<file path="config.mk">
export PLATFORM = sky130hd
export DESIGN_NAME = bme280_sample_sequencer
export DESIGN_NICKNAME = d
export VERILOG_FILES = /design/src/rtl/bme280_sample_sequencer.sv
export SDC_FILE = /design/constraint.sdc
export NUM_CORES = 1
export LEC_CHECK = 0
export ABC_AREA = 1
export CORE_MARGIN = 2
export CORE_UTILIZATION = 45
export DETAILED_ROUTE_END_ITERATION = 7
export PLACE_DENSITY = 0.69
export REMOVE_ABC_BUFFERS = 1
export SYNTH_ARGS = -nofsm -noshare
export SYNTH_HDL_FRONTEND = slang
export SYNTH_SLANG_ARGS = --single-unit
</file>
<file path="constraint.sdc">
create_clock -name clk -period 2.1 [get_ports clk]
set_input_delay 0.42 -clock clk [delete_from_list [all_inputs] [get_ports clk]]
set_output_delay 0.42 -clock clk [all_outputs]
set_load 0.01 [all_outputs]
</file>
<file path="src/rtl/bme280_sample_sequencer.sv">
// BME280 raw sample sequencer: walks eight register reads through an I2C
// wrapper and publishes pressure/temperature/humidity raw words atomically.
module bme280_sample_sequencer #(
  parameter int WAIT_CYCLES = 150,
  parameter int BASE_SEL    = 0
) (
  input  logic        clk,
  input  logic        rst,
  input  logic        start,
  input  logic        continuous,
  output logic        en,
  output logic [3:0]  register_selector,
  input  logic [7:0]  data,
  output logic        busy,
  output logic        sample_valid,
  output logic [19:0] press_raw,
  output logic [19:0] temp_raw,
  output logic [15:0] hum_raw
);

  localparam int CW = (WAIT_CYCLES > 0) ? $clog2(WAIT_CYCLES + 1) : 1;
  localparam logic [CW-1:0] LAST =
    CW'((WAIT_CYCLES > 0) ? WAIT_CYCLES - 1 : 0);
  localparam logic [3:0] BASE = 4'(BASE_SEL);

  typedef enum logic [2:0] {
    S_IDLE,
    S_REQ,
    S_WAIT,
    S_CAP,
    S_DONE
  } state_e;

  state_e        state_q, state_d;
  logic [2:0]    idx_q, idx_d;
  logic [CW-1:0] cnt_q, cnt_d;
  logic [19:0]   pst_q, pst_d;
  logic [19:0]   tst_q, tst_d;
  logic [7:0]    hst_q, hst_d;
  logic [19:0]   press_q, press_d;
  logic [19:0]   temp_q, temp_d;
  logic [15:0]   hum_q, hum_d;

  always_ff @(posedge clk) begin
    if (rst) begin
      state_q <= S_IDLE;
      idx_q   <= '0;
      cnt_q   <= '0;
      pst_q   <= '0;
      tst_q   <= '0;
      hst_q   <= '0;
      press_q <= '0;
      temp_q  <= '0;
      hum_q   <= '0;
    end else begin
      state_q <= state_d;
      idx_q   <= idx_d;
      cnt_q   <= cnt_d;
      pst_q   <= pst_d;
      tst_q   <= tst_d;
      hst_q   <= hst_d;
      press_q <= press_d;
      temp_q  <= temp_d;
      hum_q   <= hum_d;
    end
  end

  always_comb begin
    state_d      = state_q;
    idx_d        = idx_q;
    cnt_d        = cnt_q;
    pst_d        = pst_q;
    tst_d        = tst_q;
    hst_d        = hst_q;
    press_d      = press_q;
    temp_d       = temp_q;
    hum_d        = hum_q;
    en           = 1'b0;
    sample_valid = 1'b0;
    unique case (state_q)
      S_IDLE: begin
        if (start) begin
          idx_d   = '0;
          state_d = S_REQ;
        end
      end
      S_REQ: begin
        en      = 1'b1;
        cnt_d   = '0;
        state_d = (WAIT_CYCLES == 0) ? S_CAP : S_WAIT;
      end
      S_WAIT: begin
        if (cnt_q == LAST) state_d = S_CAP;
        else cnt_d = cnt_q + CW'(1);
      end
      S_CAP: begin
        // Only the upper nibble of each xlsb byte carries data.
        case (idx_q)
          3'd0:    pst_d[19:12] = data;
          3'd1:    pst_d[11:4]  = data;
          3'd2:    pst_d[3:0]   = data[7:4];
          3'd3:    tst_d[19:12] = data;
          3'd4:    tst_d[11:4]  = data;
          3'd5:    tst_d[3:0]   = data[7:4];
          3'd6:    hst_d        = data;
          default: ;
        endcase
        if (idx_q == 3'd7) begin
          press_d = pst_q;
          temp_d  = tst_q;
          hum_d   = {hst_q, data};
          state_d = S_DONE;
        end else begin
          idx_d   = idx_q + 3'd1;
          state_d = S_REQ;
        end
      end
      S_DONE: begin
        sample_valid = 1'b1;
        if (continuous || start) begin
          idx_d   = '0;
          state_d = S_REQ;
        end else begin
          state_d = S_IDLE;
        end
      end
      default: state_d = S_IDLE;
    endcase
  end

  assign register_selector = BASE + {1'b0, idx_q};
  assign busy              = (state_q != S_IDLE);
  assign press_raw         = press_q;
  assign temp_raw          = temp_q;
  assign hum_raw           = hum_q;

endmodule

</file>
==> results.txt <==
- Number of search-and-repair iterations in the first detailed-routing pass: 5
- Signal routing reaches up to met4.
- Footprint of the flip-flops and latches: 0.002370 mm^2
- DR iter-0 viols: 194
* Portion of the post-synthesis area used by sequential elements: 51.70%
- The clock reaches the later pin of the worst-skew pair after 0.51 ns.
* Area fraction of the dominant cell type after synthesis: 51.70%
- Final instance count without filler cells: 807
* Buffers added on ports: 73
- Share of cells above drive strength 1: 8.012%
- The synthesized design contains 118 register bits.
- After synthesis, the cell types taking the most area are sky130_fd_sc_hd__dfxtp_1, sky130_fd_sc_hd__nor2_1, sky130_fd_sc_hd__nand3_1.
* Detail Route met3 WL: 623 um
- Status: finished, final reports clean
- VDD sags by at most 0.0005317 V.
- The synthesized netlist devotes 13.34% of its cell area to compound gates.
- Setup crit start kind: flip-flop
- Prior to clock tree synthesis, the placed netlist has a worst setup slack of 0.3010 ns.
- TritonCTS built the clock tree.
- At the pin with the least slew margin, the transition time is 0.6969 ns.
- Per-cell routed wire length: 14.17 um
- Req. time, crit path: 1.68 ns
* DP Wirelength: 7086 um
- Final number of max-transition violations: 0
- The root buffer cell chosen for the clock tree is sky130_fd_sc_hd__clkbuf_8.
- The Yosys step of the flow raised 0 warnings.
* Worst min-delay path category: flip-flop to flip-flop
- Die area: 0.01098 mm^2
* Met2 layer wire length in the routed design: 5534 um
- Total power divided by cell area: 970.1 mW/mm^2
* Count of endpoints failing setup in the final report: 0
- The number of clock buffers added by TritonCTS is 17.
* RSZ-0062 raised after global routing: false
- Die boundary height: 104.8 um
- The initial utilization of the core area, before any placement, comes to 46.53%.
- Critical path cell sequence: clkdlybuf4s50_1
- Based on the critical path, the design can be clocked at up to 513.2 MHz.
- After layout, the worst setup slack is 0.1515 ns.
- In this run, placement finished with an instance count of 775.
* Kind of cell adding the most delay to the critical path: buffers and inverters
* Critical path buffer and inverter count: 1
- Filler cell count in the final layout: 905
- Xor-xnor portion of the synthesized cell area: 0.1917%
- Overflow left after global routing: 0
- Across every metal layer, demand over resource in global routing totals 21.83%.
- Multiplexer share of the synthesized area: 0%
- For this run, design rule violations remaining after detail routing come to 0.
- For this run, the post-layout net count is 681.
- Row generation in the floorplan step produced 36 rows.
- The first global-routing pass estimated 19,290 um of wire.
* Leak: 2.234 nW
* Post-synthesis share of cell area spent on and, or, nand and nor gates: 26.56%
- Power comes to 5.828 mW.
- Placer congestion estimate: 0.8285
- Slowest stage cell on the critical path: sky130_fd_sc_hd__clkdlybuf4s50_1
- Total number of clock tree sinks: 118
- Detailed Route WL: 11,440 um
* Count of cell types in the netlist: 24
- Clock-pin slew was measured on the worst setup and hold paths at 0.06 ns.
- Final cycle utilization of the critical path: 92.79%
* Number of antenna violations at the first check in global routing: 0
- Mean instance size in the synthesized netlist: 7.641 um^2
- Compared with the post-synthesis result, the final layout area differs by 31.49%.
- The longest clock path from root to sink contains 2 buffers.
- For the worst setup path, the data arrival time is 1.53 ns.
* Largest family of logic cells by synthesized area: simple AND/OR/NAND/NOR gates
* Total I/O pin count: 75
* Maximum Capacitance Violations: 0
* Final core utilization: 61.19%
* Vias in the first global route: 4,029
* Final Skew: 0.006637 ns
* Antenna cell count: 0
- The total count of hold-check failures in the final report came to 0.
* Final antenna-violating net count: 0
* Final hold slack: 0.4648 ns
- X dimension of the die: 104.8 um
- Met1 wire length: 5145 um
- Crit-path max cell delay: 0.60 ns
- Worst slew margin relative to its limit: 53.54%
* Clock period minus worst slack: 1.949 ns
* Critical path peak fanout: 7
- For this design, the CTS-stage hold fixing added 0 buffers.
- Dividing the detail-routed via count by the number of cells gives 5.196.
- Entering global routing, the biggest net connects 70 pins.
- In the final layout, the multi-input gates occupy 0.001938 mm^2.
- CORE AREA: 0.009819 mm^2
* Mapped Cells: 598
- Via count: 4,193
- The synthesized netlist devotes 2.191% of its cell area to adder and majority cells.
* CP Capture Type: output pin
- sky130_fd_sc_hd__dfxtp_1 takes more of the synthesized area than any other cell.
* Critical path start-end classification: flip-flop to output pin
- Summing every instance area after synthesis gives 0.004569 mm^2.
- Maximum level of the CTS H-tree: 4
[area by class of cell]
class / count / share of cell area (%)
inverters: 26 / 1.624
clock buffers: 18 / 6.955
flip-flops and latches: 118 / 39.44
multi-input cells: 416 / 32.26
repair buffers: 82 / 13.20
well taps: 133 / 2.770
clock inverters: 14 / 3.748
[per-stage QoR]
step	TNS [ns]	area, um^2
after global placement	0	5358
after detailed placement	0	5358
after global routing	0	6008
final	0	6008
after CTS	0	6002
after floorplan	-94.49	4395
[repair_timing]
action                                  in CTS  in global routing
gates resized for setup                      6                  3
buffers inserted                             0                  0
endpoints found under the setup margin       3                  2
[layout by cell type (no fill, tap or decap), drive strengths merged]
cell             n
a21oi           72
buf             10
bufinv           5
clkbuf          18
clkdlybuf4s50   69
clkinv           4
clkinvlp         3
conb             1
dfxtp          118
dlygate4sd2      2
dlymetal6s2s     1
ha               8
inv             28
nand2           94
nand3           75
nand4            2
nor2           109
nor3             5
o21a             1
o21ai           47
o22ai            1
xor2             1
[tightest hold or removal path, stage by stage (launching register included)]
cell                      delay (ns)
sky130_fd_sc_hd__dfxtp_1        0.31
sky130_fd_sc_hd__nand2_1        0.06
sky130_fd_sc_hd__a21oi_1        0.05
[cells by family (layout without fill, tap and decap cells)]
group | Yosys count | after routing
buffers and inverters | 64 | 140
adders and majority gates | 8 | 8
AOI/OAI and AO/OA | 121 | 121
and+or+nand+nor | 285 | 285
other | 1 | 1
xor gates and xnor gates | 1 | 1
DFF | 118 | 118
[worst paths after layout]
kind	start	endpoint	slack [ns]	depth (start not counted)
min reg2reg	hum_raw[3]	hum_raw[3]	0.46	2
max reg2reg	idx_q[0]	press_raw[15]	0.30	6
min	hum_raw[3]	hum_raw[3]	0.46	2
max	idx_q[2]	register_selector[2]	0.15	1
[synth_stat cells, drive strengths merged]
| library cell | count |
|---|---|
| a21oi | 72 |
| buf | 14 |
| clkbuf | 24 |
| conb | 1 |
| dfxtp | 118 |
| ha | 8 |
| inv | 26 |
| nand2 | 94 |
| nand3 | 75 |
| nand4 | 2 |
| nor2 | 109 |
| nor3 | 5 |
| o21a | 1 |
| o21ai | 47 |
| o22ai | 1 |
| xor2 | 1 |
[layer usage]
metal	up-vias	track usage [%]
met5	-	0
met4	0	7.143
met3	11	5.614
met2	123	37.43
met1	1971	26.68
li1	2088	-
[power by group]
group          switching, mW  internal [mW]  leakage, nW  total, mW
clock network           1.06           2.06        0.302       3.12
logic                  0.251          0.131        0.979      0.382
registers             0.0477           2.28        0.953       2.33
[registers in the layout, indices dropped and copies added (netlist names)]
register,flops
press_raw,20
pst_q,20
temp_raw,20
tst_q,20
hum_raw,16
cnt_q,8
hst_q,8
idx_q,3
state_q,3
No activity file was read; power rests on OpenSTA's default activity.
